### config.mk
export PLATFORM = sky130hd
export DESIGN_NAME = kanade_mem_arbiter
export DESIGN_NICKNAME = d
export VERILOG_FILES = /design/src/rtl/kanade_mem_arbiter.sv
export SDC_FILE = /design/constraint.sdc
export NUM_CORES = 1
export LEC_CHECK = 0
export CAP_MARGIN = 0
export CORE_MARGIN = 10
export CORE_UTILIZATION = 39
export DETAILED_ROUTE_END_ITERATION = 7
export PLACE_DENSITY = 0.87
export SYNTH_ARGS = -nofsm -noshare
export SYNTH_HDL_FRONTEND = slang
export SYNTH_SLANG_ARGS = --single-unit
### constraint.sdc
create_clock -name clk -period 5.8 [get_ports clk]
set_clock_uncertainty 0.1 [all_clocks]
set_input_delay 1.45 -clock clk [delete_from_list [all_inputs] [get_ports clk]]
set_output_delay 1.45 -clock clk [all_outputs]
set_load 0.05 [all_outputs]
### src/rtl/kanade_mem_arbiter.sv
// kanade_mem_arbiter: N-channel arbiter in front of a single-port system RAM.
// Picks one requester per cycle (round-robin or fixed priority), drives the RAM
// with lane-shifted store data and byte enables, flags misaligned accesses and
// returns aligned, zero/sign-extended load data one cycle after the grant.
module kanade_mem_arbiter #(
  parameter int NUM_CH    = 2,
  parameter int ADDR_W    = 32,
  parameter int PRIO_MODE = 0
) (
  input  logic                     clk,
  input  logic                     reset_n,
  input  logic [NUM_CH-1:0]        ch_req,
  input  logic [NUM_CH-1:0]        ch_we,
  input  logic [NUM_CH*ADDR_W-1:0] ch_addr,
  input  logic [NUM_CH*32-1:0]     ch_wdata,
  input  logic [NUM_CH*3-1:0]      ch_mode,
  output logic [NUM_CH-1:0]        ch_gnt,
  output logic [NUM_CH-1:0]        ch_rvalid,
  output logic [NUM_CH-1:0]        ch_err,
  output logic [31:0]              ch_rdata,
  output logic [ADDR_W-3:0]        mem_addr,
  output logic [31:0]              mem_wdata,
  output logic [3:0]               mem_byteen,
  output logic                     mem_wren,
  input  logic [31:0]              mem_q
);

  localparam int IDX_W = (NUM_CH > 1) ? $clog2(NUM_CH) : 1;

  // Access-mode encodings; anything outside 1..4 is a word access.
  localparam logic [2:0] MODE_BYTE_U = 3'd1;
  localparam logic [2:0] MODE_BYTE_S = 3'd2;
  localparam logic [2:0] MODE_HALF_U = 3'd3;
  localparam logic [2:0] MODE_HALF_S = 3'd4;

  // Per-channel views of the flattened request buses.
  logic [ADDR_W-1:0] addr_a  [NUM_CH];
  logic [31:0]       wdata_a [NUM_CH];
  logic [2:0]        mode_a  [NUM_CH];

  genvar gi;
  generate
    for (gi = 0; gi < NUM_CH; gi++) begin : g_unpack
      assign addr_a[gi]  = ch_addr[gi*ADDR_W +: ADDR_W];
      assign wdata_a[gi] = ch_wdata[gi*32 +: 32];
      assign mode_a[gi]  = ch_mode[gi*3 +: 3];
    end
  endgenerate

  logic [IDX_W-1:0]  last_gnt_reg;
  logic              gnt_found;
  logic [IDX_W-1:0]  gnt_idx;

  logic [ADDR_W-1:0] sel_addr;
  logic [31:0]       sel_wdata;
  logic [2:0]        sel_mode;
  logic              sel_we;
  logic              sel_aligned;
  logic [3:0]        sel_byteen;
  logic [31:0]       sel_wshift;

  logic [NUM_CH-1:0] rvalid_reg, rvalid_next;
  logic [NUM_CH-1:0] err_reg, err_next;
  logic [1:0]        rsp_off_reg;
  logic [2:0]        rsp_mode_reg;
  logic [31:0]       rdata_hold_reg;
  logic [31:0]       rdata_ext;

  // Pick the winning channel; round-robin starts one past the last winner.
  always_comb begin
    gnt_found = 1'b0;
    gnt_idx   = '0;
    if (reset_n) begin
      if (PRIO_MODE == 1) begin
        for (int i = 0; i < NUM_CH; i++) begin
          if (!gnt_found && ch_req[i]) begin
            gnt_found = 1'b1;
            gnt_idx   = IDX_W'(i);
          end
        end
      end else begin
        for (int off = 1; off <= NUM_CH; off++) begin
          if (!gnt_found && ch_req[(int'(last_gnt_reg) + off) % NUM_CH]) begin
            gnt_found = 1'b1;
            gnt_idx   = IDX_W'((int'(last_gnt_reg) + off) % NUM_CH);
          end
        end
      end
    end
  end

  assign sel_addr  = addr_a[gnt_idx];
  assign sel_wdata = wdata_a[gnt_idx];
  assign sel_mode  = mode_a[gnt_idx];
  assign sel_we    = ch_we[gnt_idx];

  // Decode size of the selected access: alignment, byte enables, lane shift.
  always_comb begin
    sel_aligned = (sel_addr[1:0] == 2'b00);
    sel_byteen  = 4'b1111;
    sel_wshift  = sel_wdata;
    case (sel_mode)
      MODE_BYTE_U, MODE_BYTE_S: begin
        sel_aligned = 1'b1;
        sel_byteen  = 4'b0001 << sel_addr[1:0];
        sel_wshift  = sel_wdata << {sel_addr[1:0], 3'b000};
      end
      MODE_HALF_U, MODE_HALF_S: begin
        sel_aligned = ~sel_addr[0];
        sel_byteen  = 4'b0011 << {sel_addr[1], 1'b0};
        sel_wshift  = sel_wdata << {sel_addr[1], 4'b0000};
      end
      default: ;
    endcase
  end

  // Drive the RAM port and the grant vector; idle port reads word 0.
  always_comb begin
    ch_gnt     = '0;
    mem_addr   = '0;
    mem_wdata  = '0;
    mem_byteen = 4'b1111;
    mem_wren   = 1'b0;
    if (gnt_found) begin
      ch_gnt[gnt_idx] = 1'b1;
      mem_addr        = sel_addr[ADDR_W-1:2];
      mem_wdata       = sel_wshift;
      mem_byteen      = sel_byteen;
      mem_wren        = sel_we & sel_aligned;
    end
  end

  // Next-cycle response pulses: error for misaligned, rvalid for aligned loads.
  always_comb begin
    rvalid_next = '0;
    err_next    = '0;
    if (gnt_found) begin
      if (!sel_aligned) begin
        err_next[gnt_idx] = 1'b1;
      end else if (!sel_we) begin
        rvalid_next[gnt_idx] = 1'b1;
      end
    end
  end

  // Round-robin pointer advances only on cycles that grant.
  always_ff @(posedge clk) begin
    if (!reset_n) begin
      last_gnt_reg <= IDX_W'(NUM_CH - 1);
    end else if (gnt_found) begin
      last_gnt_reg <= gnt_idx;
    end
  end

  // Response pipeline stage: remember who loaded, from which lane, in which mode.
  always_ff @(posedge clk) begin
    if (!reset_n) begin
      rvalid_reg   <= '0;
      err_reg      <= '0;
      rsp_off_reg  <= '0;
      rsp_mode_reg <= '0;
    end else begin
      rvalid_reg <= rvalid_next;
      err_reg    <= err_next;
      if (|rvalid_next) begin
        rsp_off_reg  <= sel_addr[1:0];
        rsp_mode_reg <= sel_mode;
      end
    end
  end

  // Extract and extend the addressed lane(s) of the RAM word.
  always_comb begin
    logic [31:0] q_b;
    logic [31:0] q_h;
    q_b = mem_q >> {rsp_off_reg, 3'b000};
    q_h = mem_q >> {rsp_off_reg[1], 4'b0000};
    case (rsp_mode_reg)
      MODE_BYTE_U: rdata_ext = {24'h0, q_b[7:0]};
      MODE_BYTE_S: rdata_ext = {{24{q_b[7]}}, q_b[7:0]};
      MODE_HALF_U: rdata_ext = {16'h0, q_h[15:0]};
      MODE_HALF_S: rdata_ext = {{16{q_h[15]}}, q_h[15:0]};
      default:     rdata_ext = mem_q;
    endcase
  end

  // Keep the last delivered load value visible while no response is active.
  always_ff @(posedge clk) begin
    if (!reset_n) begin
      rdata_hold_reg <= '0;
    end else if (|rvalid_reg) begin
      rdata_hold_reg <= rdata_ext;
    end
  end

  assign ch_rvalid = rvalid_reg;
  assign ch_err    = err_reg;
  assign ch_rdata  = (|rvalid_reg) ? rdata_ext : rdata_hold_reg;

endmodule

# Word-level counts from Yosys, hierarchy flattened
# Cells that the tools add are included.
# W data, S select, Z words.
[word_totals]
regBits = 42
in_bits = 172
out_inout_bits = 105
wordCells = 82
[op_classes]
add_sub_neg = 2
magnitude_cmp = 5
n_eq_ne = 8
shifts = 6
mux = 39
n_bitwise = 7
reduce_logical = 9
[op_table]
columns = ["operator", "n"]
rows = [
  ["$mux W32", 8],
  ["$pmux W32 S4", 1],
  ["$pmux W32 S2", 1],
  ["$shl A32 B5 Y32", 2],
  ["$shr A32 B5 Y16", 1],
  ["$shr A32 B5 Y8", 1],
  ["$mux W30", 1],
  ["$mux W1", 17],
  ["$eq A3 B2 Y1 const B", 4],
  ["$mux W3", 3],
  ["$mux W2", 4],
  ["$pmux W4 S2", 1],
  ["$reduce_or A2 Y1", 4],
  ["$eq A3 B1 Y1 const B", 2],
  ["$eq A3 B3 Y1 const B", 2],
  ["$lt A2 B3 Y1 const B", 2],
  ["$mux W4", 1],
  ["$shl A1 B2 Y4 const A", 1],
  ["$shl A2 B2 Y4 const A", 1],
  ["$not A1 Y1", 3],
  ["$reduce_or A3 Y1", 1],
  ["$add A1 B1 Y1 const B", 2],
  ["$and A1 B1 Y1 const A", 2],
  ["$ge A2 B2 Y1 const B", 1],
  ["9 further kinds", 10],
]

# Depth between registers and ports, before layout
# Gate-level depths: netlist (run 1).
[logic_depth]
depth_word = 21
mapped_depth = 9
ltp_nobuf = 6

# Worst setup path before layout (run 1)
# No wires, ideal clock.
[synth_timing]
path_kind = "input port to output port"
startpoint = "input ch_req[1]"
endpoint = "output mem_byteen[1]"
arrival_time_ns = 3.504
setup_slack_ns = 0.746
stages = 8
path_cell_list = "a21boi_4 nand2_4 inv_2 buf_6 buf_4 nor2_1 a22o_1 o21ai_0"
[synth_via]
elab_chain_cells = 17
word_cells_on_any_way = 32
[synth_rtl]
columns = ["element", "line", "rtl"]
rows = [
  ["start, declared", "12", "input logic [NUM_CH-1:0] ch_req,"],
  ["$mux W1 (implied by the code) (3 in a row)", "83", "if (!gnt_found && ch_req[(int'(last_gnt_reg) + off) % NUM_CH]) begin"],
  ["$mux W1", "83", ""],
  ["$mux W1", "73", "if (reset_n) begin"],
  ["$logic_not A1 Y1", "83", ""],
  ["$logic_and A1 B1 Y1", "83", ""],
  ["$mux W1", "83", ""],
  ["$mux W1", "73", ""],
  ["$not A1 Y2 (implied by the code)", "92, 94", ""],
  ["$mux W3 (implied by the code) (3 in a row)", "94", "assign sel_mode = mode_a[gnt_idx];"],
  ["$eq A3 B2 Y1, or another cell as far along", "102", "case (sel_mode)"],
  ["$reduce_or A2 Y1", "102", ""],
  ["$pmux W4 S2", "102", ""],
  ["$mux W4 (*)", "124", "if (gnt_found) begin"],
  ["end, declared", "23", "output logic [3:0] mem_byteen,"],
]
# Every way passes the cells marked *; elsewhere a longest branch is shown, timed or not. The select of a mux whose other input is x is not followed.

# Final worst setup path (run 1)
[layout_timing]
startpoint = "input ch_req[1]"
endpoint = "output mem_wdata[29]"
[layout_via]
elab_chain_cells = 17
word_cells_on_any_way = 35
[layout_rtl]
columns = ["element", "line", "rtl"]
rows = [
  ["branches (longest 16 deep; another with $mux W32)", "n/a", ""],
  ["$mux W32 (*)", "124", ""],
  ["end, declared", "22", "output logic [31:0] mem_wdata,"],
]
# Mark *: on every way between the ends. The select of a mux whose other input is x is not followed.

==> results of run 1 <==
## power groups by stage
stage | clock, W | combinational, W | sequential, W
floorplan | 0 | 0.000474 | 0.000324
global placement | 0 | 0.000811 | 0.000330
detailed placement | 0 | 0.000818 | 0.000331
CTS | 0.000199 | 0.000820 | 0.000324
global route | 0.000208 | 0.000860 | 0.000327
finish | 0.000194 | 0.000821 | 0.000325
## stage by stage
step | hold WS (ps) | total power (W)
2_1_floorplan | 344 | 0.000798
4_1_cts | 368 | 0.00134
5_1_grt | 401 | 0.00140
3_5_place_dp | 356 | 0.00115
6_report | 372 | 0.00134
3_3_place_gp | 352 | 0.00114
## layout make-up
| class | count | area (um2) |
|---|---|---|
| timing repair buffer | 292 | 2940 |
| sequential | 42 | 841 |
| inverter | 11 | 41.3 |
| clock buffer | 6 | 72.6 |
| clock inverter | 2 | 13.8 |
| tap | 136 | 170 |
| multi-input combinational | 454 | 2980 |
| fill | 894 | 3220 |
| antenna | 1 | 2.50 |
## cells by family (layout without fill, tap and decap cells)
group	after synthesis	in the layout	synth area share
compound gates	210	210	0.387
xor+xnor	5	5	0.0107
buf+inv	57	311	0.0667
flops	42	42	0.206
mux	40	40	0.106
other cells	0	1	0
simple gates	199	199	0.225
## layout by cell type (no fill, tap or decap), drive strengths merged, types with 6 or more instances in the layout
| cell type | netlist | layout |
|---|---|---|
| clkdlybuf4s50 | 0 | 195 |
| buf | 22 | 97 |
| nor2 | 79 | 79 |
| nand2 | 52 | 52 |
| dfxtp | 42 | 42 |
| a21oi | 39 | 39 |
| a22o | 32 | 32 |
| mux2i | 30 | 30 |
| o21ai | 24 | 24 |
| nor3 | 23 | 23 |
| a31oi | 18 | 18 |
| o22a | 16 | 16 |
| and2 | 14 | 14 |
| o22ai | 10 | 10 |
| a32oi | 10 | 10 |
| a21bo | 9 | 9 |
| a41o | 9 | 9 |
| inv | 9 | 9 |
| a21boi | 9 | 9 |
| mux2 | 9 | 9 |
| o221ai | 8 | 8 |
| a221oi | 7 | 7 |
| nor2b | 6 | 6 |
| nor3b | 6 | 6 |
| clkbuf | 24 | 6 |
## worst max-delay path by stage
stage / from / to / slack, ps / cells after the start
after detailed placement: ch_mode[4] / mem_wdata[25] / 250 / 7
after CTS: ch_mode[4] / mem_wdata[24] / 250 / 7
after global routing: ch_req[1] / mem_wdata[29] / 80 / 10
after floorplan: ch_req[1] / mem_byteen[1] / 750 / 8
after global placement: ch_mode[4] / mem_wdata[25] / 320 / 7
final: ch_req[1] / mem_wdata[29] / 200 / 10
## cell usage after synthesis (all sizes together) (3+ instances only)
cell type / n
a221oi: 7
buf: 22
nand2: 52
o21a: 3
xnor2: 4
o21ai: 24
mux2i: 30
or2: 4
nand2b: 4
o22a: 16
a31oi: 18
o211ai: 4
clkbuf: 24
o221ai: 8
a32oi: 10
a21oi: 39
nor3b: 6
nor2b: 6
nor3: 23
inv: 9
and2: 14
a21bo: 9
o22ai: 10
dfxtp: 42
a22o: 32
or3: 3
mux2: 9
nor2: 79
a21boi: 9
nand3: 3
a41o: 9
## per-layer routing
metal | vias to the layer above | global-route usage | share of wire | routed length, um
li1 | 2592 | - | - | -
met1 | 2640 | 0.283 | 0.36 | 7830
met2 | 290 | 0.516 | 0.52 | 11400
met3 | 47 | 0.0927 | 0.097 | 2130
met4 | 0 | 0.0810 | 0.030 | 667
met5 | - | 0 | 0 | 0
## worst max-delay path, cell delays in order
cell and delay, ps:
clkdlybuf4s50_1 540, a21boi_4 290, nand2_4 80, inv_2 90, buf_12 290, buf_4 310
mux2i_1 430, mux2_4 240, o221ai_2 120, buf_12 180
==> metrics.csv, run 1 <==
stage;metric;value;unit
placement;port bufs;276;
floorplan;I/O pins;277;
pwr;Int Pwr;0.000727;W
worst_hold_path;Worst Hold Depth;2;
cts;number of CTS-inserted buffers;5;
worst_hold_path;worst min path class;reg2reg;
placement;Post-Place Worst Slack;254;ps
synthesis;Cell variety after synth;61;
synthesis;post-synthesis cell count;553;
synthesis;yosys synthesis warning count;0;
setup_path;critical path arrival;4050;ps
pwr;Switching Power;0.000613;W
pwr;VDD IR max;0.000113;V
synthesis;post-synth top area cell;dfxtp_1;
setup_path;Critical R2R Launch;rsp_off_reg[1];
synthesis;Synth top area share;0.206;
job;MaxCap Viol Count;0;
cts;setup bufs post-CTS;0;
layout;layout cells sized above 1;0.171;
layout;design area;7060;um2
synthesis;synthesized area;4090;um2
placement;post-DP HPWL;18500;um
layout;max reg flops;32;
drt;DRC;0;
pwr;power share of the clock group;0.145;
drt;number of DRC markers in iteration 0;518;
global_routing;GRT overflow;0;
cts;H-tree levels;2;
cts;Clk Latency, worst-skew pair;300;ps
global_routing;initial antenna violation count;1;
sta;setup_tns;0;ps
synthesis;top cells by area, synth;dfxtp_1, mux2i_1, nor2_1;
sta;fin crit share;0.965;
cts;post-CTS sizing;0;
cts;clock sinks;42;
synthesis;Post-synth EDFFs;0;
global_routing;first-pass GRT wire length;32600;um
floorplan;core area;10300;um2
drt;final wirelength;22000;um
sta;final worst-path setup slack;204;ps
pwr;Sw Ratio;0.457;
synthesis;register area share after synthesis;0.206;
cts;Clk Tree Root Cell;clkbuf_8;
synthesis;FF+latch count, synth;42;
drt;routed via count;5569;
pwr;Power Dens Cells;190;nW/um2
worst_hold_path;worst hold start;rdata_hold_reg[1];
sta;final hold vios;0;
cts;CTS tree;yes;
sta;Worst-Margin Slew;1240;ps
floorplan;Die Y-Extent;122;um
setup_path;Worst R2R End;rdata_hold_reg[31];
global_routing;pin count of the biggest net entering global routing;57;
floorplan;die area;15000;um2
placement;Placed Instance Area;6970;um2
layout;P&R area growth vs syn;72.6;%
setup_path;CP Max Fanout;56;
global_routing;vias in the first global route;5710;
layout;Final Non-Filler Cells;944;
floorplan;die width;122;um
setup_path;CP endpoint kind;output pin;
synthesis;Async S/R FF share, synth;0;
synthesis;syn_area_per_cell;7.39;um2
sta;fin crit period;5600;ps
floorplan;initial core utilization;0.398;
synthesis;Mapped Nets;725;
drt;post-route ant nets;0;
sta;slew margin rel.;0.175;
setup_path;critical path class;in2out;
setup_path;CP Data Required Time;4250;ps
global_routing;GRT Overall Usage;0.275;
drt;via density per instance;5.90;
synthesis;Top FF cell, synth;dfxtp_1;
placement;Final GP Congestion;0.977;
floorplan;standard-cell rows;37;
cts;hold buffers post-CTS;0;
sta;Final setup viols;0;
drt;drt pass-1 iters;5;
pwr;Flop pwr share;0.242;
setup_path;FF-to-FF setup slack;2800;ps
worst_hold_path;Hold EP;rdata_hold_reg[1];
placement;Cells after DPL;935;
sta;f_max;179;MHz
cts;clk slew on worst S/H paths;80;ps
run_status;status;finished clean;
pwr;Lkg Pwr;2.88;nW
drt;routed len/inst;23.3;um
sta;Max Transition Viols Final;0;
cts;Clock Tree Buf Depth;2;
pwr;Logic pwr share;0.613;
setup_path;startpoint types;primary input;
layout;fin nets;978;
sta;RSZ-0062 raised after global routing;false;
layout;Final Util;0.687;
setup_path;reg2reg path depth;5;
Note: power is estimated with default switching activity, not from simulation.
==> run 2, diff against run 1 <==
clock period = 6.59 ns   (was 5.8 ns; I/O delays follow)
==> run 2 against run 1 <==
Against the previous run: count of clock-buffer cells in the layout down 1; sequential power is 13% lower; core utilization is 0.16 points lower; sequential cell count did not move; critical path depth fell by 4; hold slack lost 3.7 ps; combinational power is 12% lower; clock power down 9.8%; global-route usage decreased by 0.70 points; critical endpoint is now ch_rdata[18].
==> metrics.csv, run 2 (synthesis results as in run 1) <==
stage;metric;value;unit
floorplan;initial core utilization;0.398;
pwr;VDD IR max;0.0000984;V
floorplan;I/O pins;277;
cts;Clk Tree Root Cell;clkbuf_8;
sta;Max Transition Viols Final;0;
drt;final wirelength;21400;um
layout;fin nets;971;
cts;Clk Latency, worst-skew pair;310;ps
pwr;Lkg Pwr;2.83;nW
sta;final worst-path setup slack;493;ps
cts;clk slew on worst S/H paths;90;ps
layout;fill cell count;854;
global_routing;first-pass GRT wire length;31700;um
sta;f_max;164;MHz
cts;CTS tree;yes;
placement;Cells after DPL;928;
floorplan;standard-cell rows;37;
sta;fin crit period;6100;ps
layout;max reg flops;32;
drt;via density per instance;5.94;
placement;Post-Place Worst Slack;538;ps
sta;final hold vios;0;
global_routing;pin count of the biggest net entering global routing;64;
sta;Worst-Margin Slew;1030;ps
setup_path;CP endpoint kind;output pin;
layout;commonest cells after routing, fill and taps aside;clkdlybuf4s50_1, nor2_1, buf_4;
placement;port bufs;276;
drt;routed via count;5570;
drt;drt pass-1 iters;7;
sta;setup_tns;0;ps
cts;H-tree levels;2;
layout;Final Non-Filler Cells;937;
layout;design area;7040;um2
global_routing;vias in the first global route;5505;
drt;DRC;0;
cts;clock sinks;42;
floorplan;core area;10300;um2
drt;number of DRC markers in iteration 0;752;
layout;layout cells sized above 1;0.150;
placement;Final GP Congestion;1.01;
cts;hold buffers post-CTS;0;
setup_path;critical path class;in2out;
global_routing;GRT overflow;0;
placement;post-DP HPWL;17800;um
sta;fin crit share;0.925;
setup_path;startpoint types;primary input;
job;MaxCap Viol Count;0;
floorplan;die width;122;um
global_routing;GRT Overall Usage;0.268;
placement;Placed Instance Area;6950;um2
cts;setup bufs post-CTS;0;
drt;post-route ant nets;0;
layout;P&R area growth vs syn;72.2;%
layout;commonest non-fill, non-tap cell in the layout;clkdlybuf4s50_1;
cts;number of CTS-inserted buffers;5;
pwr;total power;0.00118;W
sta;Final setup viols;0;
floorplan;die area;15000;um2
cts;Clock Tree Buf Depth;2;
run_status;status;finished clean;
floorplan;Die Y-Extent;122;um
cts;post-CTS sizing;0;
sta;slew margin rel.;0.305;
setup_path;CP Max Fanout;16;
global_routing;initial antenna violation count;1;
worst_hold_path;worst min path class;reg2reg;
setup_path;CP Data Required Time;4840;ps
setup_path;critical path arrival;4350;ps
pwr;Power Dens Cells;168;nW/um2
drt;routed len/inst;22.8;um
sta;RSZ-0062 raised after global routing;false;
==> run 2: cell types whose count changed in the layout (fill, tap and decap cells not counted), sizes merged <==
cell	before	now
clkbuf	6	5
clkinv	4	2
clkinvlp	0	2
clkdlybuf4s50	195	207
inv	9	10
buf	97	78
==> run 2: worst max-delay path, cell delays in order <==
cell and delay, ps:
clkdlybuf4s50_1 510, mux4_2 540, a221o_1 550, a21oi_1 290
nor2_1 90, clkdlybuf4s50_1 720
==> run 2: layout make-up <==
| cell class | instances | area (um2) | share of cell area |
|---|---|---|---|
| Antenna cell | 1 | 2.50 | 0.000355 |
| Clock buffer | 5 | 68.8 | 0.00977 |
| Clock inverter | 3 | 23.8 | 0.00338 |
| Inverter | 11 | 41.3 | 0.00586 |
| Multi-Input combinational cell | 454 | 2980 | 0.422 |
| Sequential cell | 42 | 841 | 0.119 |
| Tap cell | 136 | 170 | 0.0242 |
| Timing Repair Buffer | 285 | 2920 | 0.415 |
==> run 2: stage by stage <==
stage,hold WS (ps),util
after floorplan,344,-
after global placement,351,0.676
after detailed placement,358,0.676
after CTS,371,0.685
after global routing,392,0.685
final,369,0.685
==> run 2: report_power, final <==
group / total [W] / switching (W) / internal, W
combinational: 0.000723 / 0.000429 / 0.000295
sequential: 0.000284 / 0.0000130 / 0.000271
clock: 0.000175 / 0.0000995 / 0.0000758
==> run 2: metal layers <==
metal  GRT usage  share of wire
met5           0              0
met3      0.0849           0.11
met2       0.498           0.51
met4      0.0685          0.027
met1       0.286           0.35
==> run 2: worst paths after layout <==
path	to	startpoint	cells past startpoint	slack (ps)
worst max register to register	rdata_hold_reg[15]	rsp_off_reg[1]	4	4090
worst max-delay path	ch_rdata[18]	mem_q[31]	6	490
worst min register to register	rdata_hold_reg[0]	rdata_hold_reg[0]	2	370
worst min-delay path	rdata_hold_reg[0]	rdata_hold_reg[0]	2	370
==> RTL change, RTL diff (flow settings as in run 2) <==
Put one more register stage on the output `ch_err`. The value now appears one clock later. The other outputs are not delayed to match.
--- a/src/rtl/kanade_mem_arbiter.sv
+++ b/src/rtl/kanade_mem_arbiter.sv
@@ -196,3 +196,5 @@
   assign ch_rvalid = rvalid_reg;
-  assign ch_err    = err_reg;
+  always_ff @(posedge clk) begin
+    ch_err <= err_reg;
+  end
   assign ch_rdata  = (|rvalid_reg) ? rdata_ext : rdata_hold_reg;
Check against the original RTL: not equivalent (Yosys sat finds a counterexample within 4 cycles, from zero or initial values and one cycle with reset_n low).
==> RTL change against run 2 <==
Design area grew 0.64%; non-clock buffer count grew 2; critical path type unchanged; worst setup slack lost 0.0045 ns; synthesized area grew 0.98%; routed wire length grew 2.1%; sequential cell count grew 2; via count grew 0.65%; total power grew 1.9%.
==> RTL change: results (changes against run 2) <==
timing.critical_path.slowest_stage_cell: "clkdlybuf4s50_1"
clkSlewWorstSetupHoldPaths_ns: 0.09  # about the same
numCtsBuffers: 5  # unchanged
whs_path_depth: 0  # -2
ctsHtreeMaxLevel: 2  # unchanged
dpl_worst_slack_ns: 0.5239  # -0.01372 ns
antenna_found_initial: 1  # unchanged
cts.repair_timing.setup_buffer_count: 0  # unchanged
clockBufferDepth: 2  # unchanged
worstHoldEndpoint: "ch_err[1]"
largest_register_ffs: 32  # unchanged
routed_via_density: 5.964  # +0.33%
compound_cell_area_share_of_the_yosys_netlist: 0.3830  # -0.003751
drt_first_pass_iters: 6  # -1
power.static_leakage_nw: 2.853  # +0.92%
hpwl_um: 18080  # +1.4%
synth-seq-area-share: 0.2133  # +0.007703
first_iter_violations: 669  # -11%
gp_congestion: 0.9308  # -8.2%
overall_fraction_of_global_route_tracks_in_use: 0.2733  # +0.005151
number_of_gates_given_a_new_drive_strength_after_cts: 0  # unchanged
finalWirelength_um: 21820  # +2.1%
rrSetupSlack_ns: 4.07  # -0.02 ns
ir_drop_v: 0.0001037  # +5.4%
synth_cell_types: 61  # unchanged
timing.hold.ws_ns: 0.2333  # -0.1352 ns
grt_start_max_net_pins: 42  # -34%
synth.area.mux_share: 0.1045  # -0.001024
drive_gt1_frac: 0.1517  # +0.001741
number_of_global_route_vias_before_repair: 5638  # +2.4%
post_synth_xor_area_fraction: 0.01061  # -0.0001039
regToRegEndpoint: "rdata_hold_reg[9]"
worst_r2r_path_depth: 5  # +1
critical_path.top_delay_family: "buffers and inverters"
synth_common_cells: "nor2_1, nand2_1, dfxtp_1"
result_of_the_run: "finished clean"
clockRootBuffer: "clkbuf_8"
post_synth_main_area_contributors: "dfxtp_1, mux2i_1, nor2_1"
antenna-diode-count: 0  # -1
syn_nets: 727  # +0.28%
grt_first_pass_wirelength_um: 32730  # +3.2%
synth.yosys.warnings: 0  # unchanged
max_slew_margin: 0.2429  # -0.06198
critical_path.max_fanout: 16  # unchanged
num-nets-final: 975  # +0.41%
maxCapViolCount: 0  # unchanged
placed_cell_area_um2: 6990  # +0.61%
timing.hold.worst.start: "err_reg[1]"
synthAdderAreaFrac: 0  # unchanged
timing.critical_path.slowest_cell_delay_ns: 0.70  # -0.02 ns
-- RTL change: cell count changes in the layout (fill, tap and decap cells not counted), sizes merged --
cell	delta
buf	+2
dfxtp	+2
clkbuf	+1
diode	-1
inv	-1
-- RTL change: cells by family (layout without fill, tap and decap cells) --
logic type / count (synthesis) / after routing
DFF: 44 / 44
AOI/OAI and AO/OA: 210 / 210
muxes: 40 / 40
and+or+nand+nor: 199 / 199
buffers and inverters: 57 / 306
xor gates and xnor gates: 5 / 5
-- RTL change: how the worst max path moves through the flow --
stage	end	slack, ns	depth (start not counted)
after floorplan	mem_byteen[1]	1.14	8
after global placement	ch_rdata[31]	0.58	6
after detailed placement	ch_rdata[28]	0.52	6
after CTS	ch_rdata[28]	0.51	6
after global routing	ch_rdata[31]	0.37	6
final	ch_rdata[28]	0.49	6
-- RTL change: cell type report --
cell class | instances | area, um^2
tap | 136 | 170.2
inverter | 11 | 41.29
clock buffer | 6 | 82.58
sequential | 44 | 880.8
fill | 816 | 3236
timing repair buffer | 287 | 2923
clock inverter | 2 | 15.01
multi-input combinational | 454 | 2975
-- RTL change: layer usage --
| metal | vias to the layer above | GRT usage | wire [um] |
|---|---|---|---|
| met5 | - | 0 | 7 |
| met4 | 2 | 0.06922 | 529 |
| met3 | 42 | 0.07931 | 2083 |
| met2 | 324 | 0.5134 | 11450 |
| met1 | 2657 | 0.2916 | 7746 |
| li1 | 2581 | - | - |
-- RTL change: per-stage QoR --
step,cells,power [mW]
floorplan,555,0.7158
global placement,932,1.014
detailed placement,932,1.023
CTS,940,1.204
global route,940,1.252
finish,940,1.204
-- RTL change: power by group --
part	internal [mW]	leakage, nW	switching, mW
clock	0.0850	0.0434	0.0969
combinational	0.295	2.45	0.433
sequential	0.283	0.359	0.0110
